File: config.mk
export PLATFORM = sky130hd
export DESIGN_NAME = ir_nec_rx_1506
export DESIGN_NICKNAME = d
export VERILOG_FILES = /design/src/rtl/ir_nec_rx_1506.sv
export SDC_FILE = /design/constraint.sdc
export NUM_CORES = 1
export LEC_CHECK = 0
export ABC_AREA = 1
export CORE_UTILIZATION = 62
export CTS_CLUSTER_SIZE = 8
export DETAILED_ROUTE_END_ITERATION = 8
export HOLD_SLACK_MARGIN = 0.03
export MAX_ROUTING_LAYER = met4
export PLACE_DENSITY_LB_ADDON = 0.3
export SYNTH_ARGS = -nofsm -noshare
export SYNTH_HDL_FRONTEND = slang
export SYNTH_SLANG_ARGS = --single-unit
File: constraint.sdc
create_clock -name clk_clk -period 3.6 [get_ports clk_clk]
set_clock_uncertainty 0.15 [all_clocks]
set_input_delay 0.72 -clock clk_clk [delete_from_list [all_inputs] [get_ports clk_clk]]
set_output_delay 0.72 -clock clk_clk [all_outputs]
set_load 0.02 [all_outputs]
File: src/rtl/ir_nec_rx_1506.sv
// NEC infrared frame decoder with an Avalon-MM register slave.
// The raw receiver pin is synchronized and filtered, and then timed in microsecond ticks.
// Each pulse width is classified, and a 32-bit LSB-first frame is assembled and validated.
// TIME_DIV scales every protocol window down for fast simulation. It is 1 for real NEC timing.
module ir_nec_rx_1506 #(
  parameter int unsigned CLK_FREQ_HZ = 50000000,
  parameter int unsigned TIMEOUT_US  = 12000,
  parameter int unsigned TIME_DIV    = 1
) (
  input  logic        clk_clk,
  input  logic        reset_reset_n,
  input  logic        coe_ir_in,
  input  logic [1:0]  avs_address,
  input  logic        avs_read,
  input  logic        avs_write,
  input  logic [31:0] avs_writedata,
  output logic [31:0] avs_readdata,
  output logic        ins_irq
);

  localparam int unsigned TickDiv = CLK_FREQ_HZ / 1000000;
  localparam logic [15:0] TickMax = 16'(TickDiv - 1);

  localparam logic [15:0] LeadLMin = 16'(8000 / TIME_DIV);
  localparam logic [15:0] LeadLMax = 16'(10000 / TIME_DIV);
  localparam logic [15:0] LeadHMin = 16'(4000 / TIME_DIV);
  localparam logic [15:0] LeadHMax = 16'(5000 / TIME_DIV);
  localparam logic [15:0] RepHMin  = 16'(2000 / TIME_DIV);
  localparam logic [15:0] RepHMax  = 16'(2500 / TIME_DIV);
  localparam logic [15:0] ShortMin = 16'(400 / TIME_DIV);
  localparam logic [15:0] ShortMax = 16'(700 / TIME_DIV);
  localparam logic [15:0] LongMin  = 16'(1400 / TIME_DIV);
  localparam logic [15:0] LongMax  = 16'(1900 / TIME_DIV);
  localparam logic [15:0] TimeoutW = 16'(TIMEOUT_US);

  typedef enum logic [2:0] {
    StIdle   = 3'd0,
    StLeadL  = 3'd1,
    StLeadH  = 3'd2,
    StBitL   = 3'd3,
    StBitH   = 3'd4,
    StDone   = 3'd5,
    StRepeat = 3'd6
  } state_e;

  function automatic logic in_rng(input logic [15:0] v, input logic [15:0] lo,
                                  input logic [15:0] hi);
    return (v >= lo) && (v <= hi);
  endfunction

  // Input conditioning and timing state.
  logic [1:0]  sync_q, sync_d;
  logic [15:0] presc_q, presc_d;
  logic [2:0]  win_q, win_d;
  logic        flt_q, flt_d;
  logic [15:0] us_cnt_q, us_cnt_d;
  logic        tick, fall, rise;

  // Decoder state.
  state_e      state_q, state_d;
  logic [4:0]  bit_cnt_q, bit_cnt_d;
  logic [31:0] shreg_q, shreg_d;
  logic        frame_done, rep_evt, frame_ok;

  // Register file.
  logic [31:0] data_q, data_d;
  logic        valid_q, valid_d;
  logic        rep_q, rep_d;
  logic        ovr_q, ovr_d;
  logic        err_q, err_d;
  logic        seen_q, seen_d;
  logic        irq_en_q, irq_en_d;
  logic        chk_en_q, chk_en_d;
  logic        rd_clr_q, rd_clr_d;
  logic [31:0] readdata_q, readdata_d;
  logic        irq_q, irq_d;
  logic [3:0]  w1c;
  logic        unused_wd;

  assign unused_wd = ^avs_writedata[31:4];

  assign tick = (presc_q == TickMax);

  // Prescaler, glitch filter and microsecond width counter.
  always_comb begin
    sync_d  = {sync_q[0], coe_ir_in};
    presc_d = tick ? 16'd0 : presc_q + 16'd1;
    win_d   = win_q;
    flt_d   = flt_q;
    if (tick) begin
      win_d = {win_q[1:0], sync_q[1]};
      // Filtered level only moves after three agreeing samples, so pulses under 3 us vanish.
      if (win_d == 3'b000) begin
        flt_d = 1'b0;
      end else if (win_d == 3'b111) begin
        flt_d = 1'b1;
      end
    end
    fall = flt_q & ~flt_d;
    rise = ~flt_q & flt_d;
    us_cnt_d = us_cnt_q;
    if (fall || rise) begin
      us_cnt_d = 16'd0;
    end else if (tick && (us_cnt_q != 16'hFFFF)) begin
      us_cnt_d = us_cnt_q + 16'd1;
    end
  end

  // Conditioning registers; the line idles high.
  always_ff @(posedge clk_clk or negedge reset_reset_n) begin
    if (!reset_reset_n) begin
      sync_q   <= 2'b11;
      presc_q  <= 16'd0;
      win_q    <= 3'b111;
      flt_q    <= 1'b1;
      us_cnt_q <= 16'd0;
    end else begin
      sync_q   <= sync_d;
      presc_q  <= presc_d;
      win_q    <= win_d;
      flt_q    <= flt_d;
      us_cnt_q <= us_cnt_d;
    end
  end

  // Frame decoder next state: widths are judged at the edge that ends each period.
  always_comb begin
    state_d    = state_q;
    bit_cnt_d  = bit_cnt_q;
    shreg_d    = shreg_q;
    frame_done = 1'b0;
    rep_evt    = 1'b0;
    if ((state_q != StIdle) && (us_cnt_q >= TimeoutW)) begin
      state_d = StIdle;
    end else begin
      case (state_q)
        StIdle: begin
          if (fall) state_d = StLeadL;
        end
        StLeadL: begin
          if (rise) state_d = in_rng(us_cnt_q, LeadLMin, LeadLMax) ? StLeadH : StIdle;
        end
        StLeadH: begin
          if (fall) begin
            if (in_rng(us_cnt_q, LeadHMin, LeadHMax)) begin
              state_d   = StBitL;
              bit_cnt_d = 5'd0;
            end else if (in_rng(us_cnt_q, RepHMin, RepHMax)) begin
              state_d = StRepeat;
            end else begin
              state_d = StIdle;
            end
          end
        end
        StBitL: begin
          if (rise) state_d = in_rng(us_cnt_q, ShortMin, ShortMax) ? StBitH : StIdle;
        end
        StBitH: begin
          if (fall) begin
            if (in_rng(us_cnt_q, ShortMin, ShortMax) || in_rng(us_cnt_q, LongMin, LongMax)) begin
              shreg_d = {in_rng(us_cnt_q, LongMin, LongMax), shreg_q[31:1]};
              if (bit_cnt_q == 5'd31) begin
                state_d = StDone;
              end else begin
                bit_cnt_d = bit_cnt_q + 5'd1;
                state_d   = StBitL;
              end
            end else begin
              state_d = StIdle;
            end
          end
        end
        StDone: begin
          frame_done = 1'b1;
          state_d    = StIdle;
        end
        StRepeat: begin
          rep_evt = 1'b1;
          state_d = StIdle;
        end
        default: state_d = StIdle;
      endcase
    end
  end

  // Decoder registers.
  always_ff @(posedge clk_clk or negedge reset_reset_n) begin
    if (!reset_reset_n) begin
      state_q   <= StIdle;
      bit_cnt_q <= 5'd0;
      shreg_q   <= 32'd0;
    end else begin
      state_q   <= state_d;
      bit_cnt_q <= bit_cnt_d;
      shreg_q   <= shreg_d;
    end
  end

  assign frame_ok = !(chk_en_q && ((shreg_q[7:0] != ~shreg_q[15:8]) ||
                                   (shreg_q[23:16] != ~shreg_q[31:24])));

  // Status, control and bus read path; decoder sets override same-cycle clears.
  always_comb begin
    w1c = (avs_write && (avs_address == 2'd1)) ? avs_writedata[3:0] : 4'd0;
    data_d   = data_q;
    seen_d   = seen_q;
    valid_d  = valid_q & ~w1c[0] & ~rd_clr_q;
    rep_d    = rep_q & ~w1c[1] & ~rd_clr_q;
    ovr_d    = ovr_q & ~w1c[2];
    err_d    = err_q & ~w1c[3];
    irq_en_d = irq_en_q;
    chk_en_d = chk_en_q;
    if (frame_done) begin
      if (frame_ok) begin
        data_d  = shreg_q;
        valid_d = 1'b1;
        rep_d   = 1'b0;
        seen_d  = 1'b1;
        if (valid_q) ovr_d = 1'b1;
      end else begin
        err_d = 1'b1;
      end
    end
    if (rep_evt && (valid_q || seen_q)) rep_d = 1'b1;
    if (avs_write && (avs_address == 2'd2)) begin
      irq_en_d = avs_writedata[0];
      chk_en_d = avs_writedata[1];
    end
    // A DATA read clears valid/repeat one cycle later.
    rd_clr_d   = avs_read && (avs_address == 2'd0);
    readdata_d = readdata_q;
    if (avs_read) begin
      case (avs_address)
        2'd0:    readdata_d = data_q;
        2'd1:    readdata_d = {28'd0, err_q, ovr_q, rep_q, valid_q};
        2'd2:    readdata_d = {30'd0, chk_en_q, irq_en_q};
        default: readdata_d = {13'd0, state_q, us_cnt_q};
      endcase
    end
    irq_d = irq_en_q & (valid_q | rep_q | err_q);
  end

  // Register file flops.
  always_ff @(posedge clk_clk or negedge reset_reset_n) begin
    if (!reset_reset_n) begin
      data_q     <= 32'd0;
      valid_q    <= 1'b0;
      rep_q      <= 1'b0;
      ovr_q      <= 1'b0;
      err_q      <= 1'b0;
      seen_q     <= 1'b0;
      irq_en_q   <= 1'b0;
      chk_en_q   <= 1'b0;
      rd_clr_q   <= 1'b0;
      readdata_q <= 32'd0;
      irq_q      <= 1'b0;
    end else begin
      data_q     <= data_d;
      valid_q    <= valid_d;
      rep_q      <= rep_d;
      ovr_q      <= ovr_d;
      err_q      <= err_d;
      seen_q     <= seen_d;
      irq_en_q   <= irq_en_d;
      chk_en_q   <= chk_en_d;
      rd_clr_q   <= rd_clr_d;
      readdata_q <= readdata_d;
      irq_q      <= irq_d;
    end
  end

  assign avs_readdata = readdata_q;
  assign ins_irq      = irq_q;

endmodule

======== Word-level counts from Yosys, hierarchy flattened ========
Index checks and enable logic that the tools add are counted.
W data, S select, Z words.
cells by class
  add/subtract/negate cells ............... 3
  $mul .................................... 0
  div/mod/pow operators ................... 0
  $lt $le $gt $ge ......................... 11
  eq/ne operators ......................... 24
  shift-type cells ........................ 0
  multiplexer cells ....................... 41
  bitwise logic cells ..................... 22
  reductions and logical operators ........ 26
operator list
  kind                     count
  $pmux W32 S3             1
  $mux W16                 3
  $mux W3                  11
  $add A16 B1 Y16 const B  2
  $ge A16 B11 Y1 const B   2
  $mux W5                  5
  $mux W1                  17
  $eq A16 B6 Y1 const B    1
  $ge A16 B12 Y1 const B   1
  $ge A16 B13 Y1 const B   1
  $ge A16 B14 Y1 const B   1
  $ge A16 B9 Y1 const B    1
  $le A16 B10 Y1 const B   1
  $le A16 B11 Y1 const B   1
  $le A16 B12 Y1 const B   1
  $le A16 B13 Y1 const B   1
  $le A16 B14 Y1 const B   1
  $ne A16 B16 Y1 const B   1
  $ne A8 B8 Y1             2
  $not A8 Y8               2
  $ne A3 B3 Y1 const B     5
  $pmux W3 S5              1
  $eq A3 B3 Y1 const B     4
  $logic_and A1 B1 Y1      12
  other kinds (22)         49
word-level totals
  register bits ........................... 150
  bits in latches ......................... 0
  bits in writable memories ............... 0
  memory bits (read-only) ................. 0
  bits of input ports ..................... 39
  output and inout bits ................... 33
  logic and storage cells ................. 146
  memories ................................ 0

======== Longest topological paths before layout ========
  depth in word-level cells ............... 9
  depth in mapped cells ................... 17
  depth with buffers taken out ............ 17

======== Worst setup path after synthesis ========
No wires, ideal clock.
  path kind ............................... flip-flop to flip-flop
  start ................................... register presc_q[13]
  end ..................................... register us_cnt_q[3]
  setup time .............................. 0.066 ns
  data arrival time ....................... 2.228 ns
  required time ........................... 3.384 ns
  slack ................................... 1.156 ns
  stages on the path, launching flop included .. 14
  buffers on the path ..................... 3
  period minus slack after synthesis ...... 2.444 ns
  path through ............................ dfrtp_1 > or2_0 > nor4_1 > nand2_1 > inv_1 > o311ai_0 > o21ai_0 > ha_1 > clkbuf_1 > o21ai_1 > buf_2 > buf_6 > nand4_1 > nand2_1
between the ends
  cells in the longest elaborated chain, start to end .. 6
  elaborated cells on any way between the ends .. 9
  those cells by class .................... 1 x eq/ne; 2 x mux; 3 x bitwise; 3 x reduce/logical
RTL lines
  element                                         RTL line  source
  from (decl)                                     53        logic [15:0] presc_q, presc_d;
  from (signal assigned)                          119       presc_q <= presc_d;
  $eq A16 B6 Y1 *                                 82        assign tick = (presc_q == TickMax);
  $mux W1 *                                       90        if (tick) begin
  net flt_d                                       55        logic flt_q, flt_d;
  $not A1 Y1                                      99        fall = flt_q & ~flt_d;
  $and A1 B1 Y1                                   99
  $logic_or A1 B1 Y1 *                            102       if (fall || rise) begin
  $mux W16 or $reduce_bool A2 Y1 (tied branches)  -
  to (signal assigned)                            122       us_cnt_q <= us_cnt_d;
  to (decl)                                       56        logic [15:0] us_cnt_q, us_cnt_d;
Mark *: on every way through the listed nets, which the timed path passes. The rest lies on a longest branch.
A chain may end at the register's enable or synchronous reset.

======== Final worst setup path ========
  start ................................... register presc_q[1]
  end ..................................... register us_cnt_q[4]
Same word-level chain as after synthesis.

==> metrics <==
status=completed; Final ANT Viol Nets=0; CP arrival=between 3 and 4 ns; DRT Pass-1 Iters=5; post-DR wirelength/cell=around 16 um; Least-Margin Pin Slew=0.797 ns; pins over their slew limit=0; grt ovf=0; Net Sw Power=around 780 uW; Rows=40; dpl cell area=8120 um2; Yosys reg bits=150; clock root cell=clkbuf_16; clock latency on the worst-skew pair=between 0.4 and 0.5 ns; syn nets=approximately 940; die area=around 13000 um2; Pleak=roughly 4.2 nW; Final Cycle Share=0.876; total track usage=0.313; fin area=8740 um2; worst vdd ir=~450 uV; H-tree depth=4; Via density=roughly 5.8; hpwl dp=around 12000 um; Fin Hold WS=~0.19 ns; largest area contributor in the netlist=dfrtp_1; worst-path fanout max=29; CTS tree=yes; Distinct cells, synth=46; worst reg2reg endpoint=us_cnt_q[4]; DR vias=6288; Area Overhead vs Synth=14.6%; Final Non-Filler Cells=between 1000 and 1500; ANT cells=0; post-cts sizing count=0; Sw Ratio=0.212; Crit Path Class=reg -> reg; vias in the first global route=6005; CP startpoint kind=register; Max transition margin=0.469; Num CTS Buffers=17; Primary FF master, synth=dfrtp_1; Synth top area share=0.475; Async SR Flop Fraction=1.00; largest net degree at the start of global routing=90; Hold-fix buffers, CTS=0; initial antenna violation count=0; combinational share of power=0.034; Final min period=3.15 ns; # setup viols final=0; Avg Cell Area, Syn=between 8 and 9 um2; fraction of layout cells with a size suffix above 1=0.144; Power Density=approximately 420 nW/um2; RSZ-0062 raised after global routing=false; Max-Cap Viols=0; r2r setup slk=about 0.45 ns; WL final=approximately 18000 um; I/O pin count=a little over 70; first-pass GRT wire length=approximately 30000 um; end point of the critical path=us_cnt_q[4]; warnings from Yosys=0; DP Cell Count=1061; Core Region=~12000 um2; most frequent cells in the layout=nand2_1 (218), dfrtp_1 (145), inv_1 (103); DRT iter0 DRCs=between 600 and 700; width of the die=~110 um; worst r2r src=presc_q[1]; hold violation count in the final report=0; Worst Reg-to-Reg Cells=14; CTS sink count=150; commonest non-fill, non-tap cell in the layout=nand2_1; TNS Setup=0 ns; CP Launch Point=presc_q[1]; post-synthesis sequential area ratio=0.493; Req. time, crit path=between 3 and 4 ns; Initial Util=0.635; number of synthesized flops with an enable pin=0; cell count after synthesis=896; Clk network pwr share=0.503; DRC errors left=0; die span in y=about 110 um; achievable frequency=about 0.32 GHz; Int Pwr=between 2 and 3 mW; Layout Nets=980; IO buf count=43; sequential power share=0.463; synth top area cells=dfrtp_1 (48%), nand2_1 (11%), nand3_1 (5.8%); clk buf depth=2; Routability Congestion=~0.9; post-synthesis cell area=between 7000 and 8000 um2; Worst setup EP type=register; Reg clk slew, reported paths=~0.06 ns; Hold Crit Class=in -> async; Post-CTS Setup Inserts=0
-- metrics by stage --
step / utilization / total power [mW] / setup slack [ns]
6_report: 0.728 / 3.69 / 0.447
2_1_floorplan: - / 1.79 / 1.16
3_5_place_dp: 0.676 / 1.87 / 0.577
3_3_place_gp: 0.676 / 1.86 / 0.665
4_1_cts: 0.728 / 3.72 / 0.465
5_1_grt: 0.728 / 3.80 / 0.186
-- worst max-delay path, stage by stage (launching register included) --
cell and delay (ns):
dfrtp_1 0.40, inv_1 0.06, ha_1 0.16, nand3_1 0.09
nor4_1 0.28, nand2_1 0.16, inv_1 0.12, o311ai_0 0.12
o21ai_0 0.17, ha_1 0.55, o21ai_1 0.18, buf_4 0.31
inv_1 0.15, nand2_1 0.08, nand2_1 0.05
-- layout make-up --
| cell class | instances | area [um2] |
|---|---|---|
| sequential | 150 | 3760 |
| clock inverter | 13 | 178 |
| timing repair buffer | 53 | 519 |
| tap | 147 | 184 |
| fill | 888 | 3270 |
| inverter | 110 | 413 |
| clock buffer | 19 | 443 |
| multi-input combinational | 601 | 3250 |
-- cell families after synthesis --
family,after synthesis,share of synthesized area
AOI/OAI and AO/OA,120,0.112
xor gates and xnor gates,23,0.0264
adders and majority gates,8,0.0131
buffers and inverters,145,0.0823
DFF,150,0.493
and+or+nand+nor,450,0.273
-- flip-flops by register name, indices dropped and copies added, names as in the netlist, 2 cells and up --
register,flops
win_q,2
presc_q,16
state_q,3
sync_q,2
us_cnt_q,16
data_q,32
bit_cnt_q,5
shreg_q,32
avs_readdata,32
-- worst min path at each step --
stage / from / slack [ns] / endpoint / cells after the start
2_1_floorplan: sync_q[0] / 0.20 / sync_q[1] / 0
3_3_place_gp: sync_q[0] / 0.20 / sync_q[1] / 0
3_5_place_dp: sync_q[0] / 0.20 / sync_q[1] / 0
4_1_cts: sync_q[0] / 0.21 / sync_q[1] / 0
5_1_grt: sync_q[0] / 0.21 / sync_q[1] / 0
6_report: reset_reset_n / 0.19 / avs_readdata[27] / 1
-- Yosys cell counts, types with 2 or more instances --
cell / count
buf_4: 3
nor3_1: 12
nand2_4: 2
a22o_1: 13
nand3b_1: 6
dfstp_2: 5
nand3_1: 88
o21ai_2: 33
o211ai_1: 16
nor3_4: 2
a21oi_1: 8
nor2_1: 51
nand2_2: 38
a41oi_1: 2
inv_2: 6
inv_1: 103
o21ai_0: 22
o22ai_1: 7
nor2_4: 2
o21ai_1: 9
clkbuf_1: 8
a31oi_1: 3
buf_6: 7
xor2_1: 22
dfrtp_1: 145
nand4_1: 17
buf_2: 16
nor3b_1: 2
nor2_2: 2
nor4_1: 6
ha_1: 8
nand2_1: 218
-- per-layer routing --
layer | share of wire | up-vias | global-route usage
met4 | 0.016 | 0 | 0.0982
met1 | 0.45 | 3029 | 0.416
met2 | 0.48 | 219 | 0.491
met3 | 0.053 | 29 | 0.0584
met5 | 0 | - | -
li1 | - | 3011 | -
-- power groups by stage --
stage                     Sequential, mW  Combinational [mW]  Clock [mW]
final                               1.71               0.125        1.86
after global routing                1.71               0.141        1.95
after CTS                           1.71               0.127        1.88
after detailed placement            1.74               0.127           0
after global placement              1.74               0.125           0
after floorplan                     1.74              0.0439           0
Note: power is estimated with default switching activity, not from simulation.
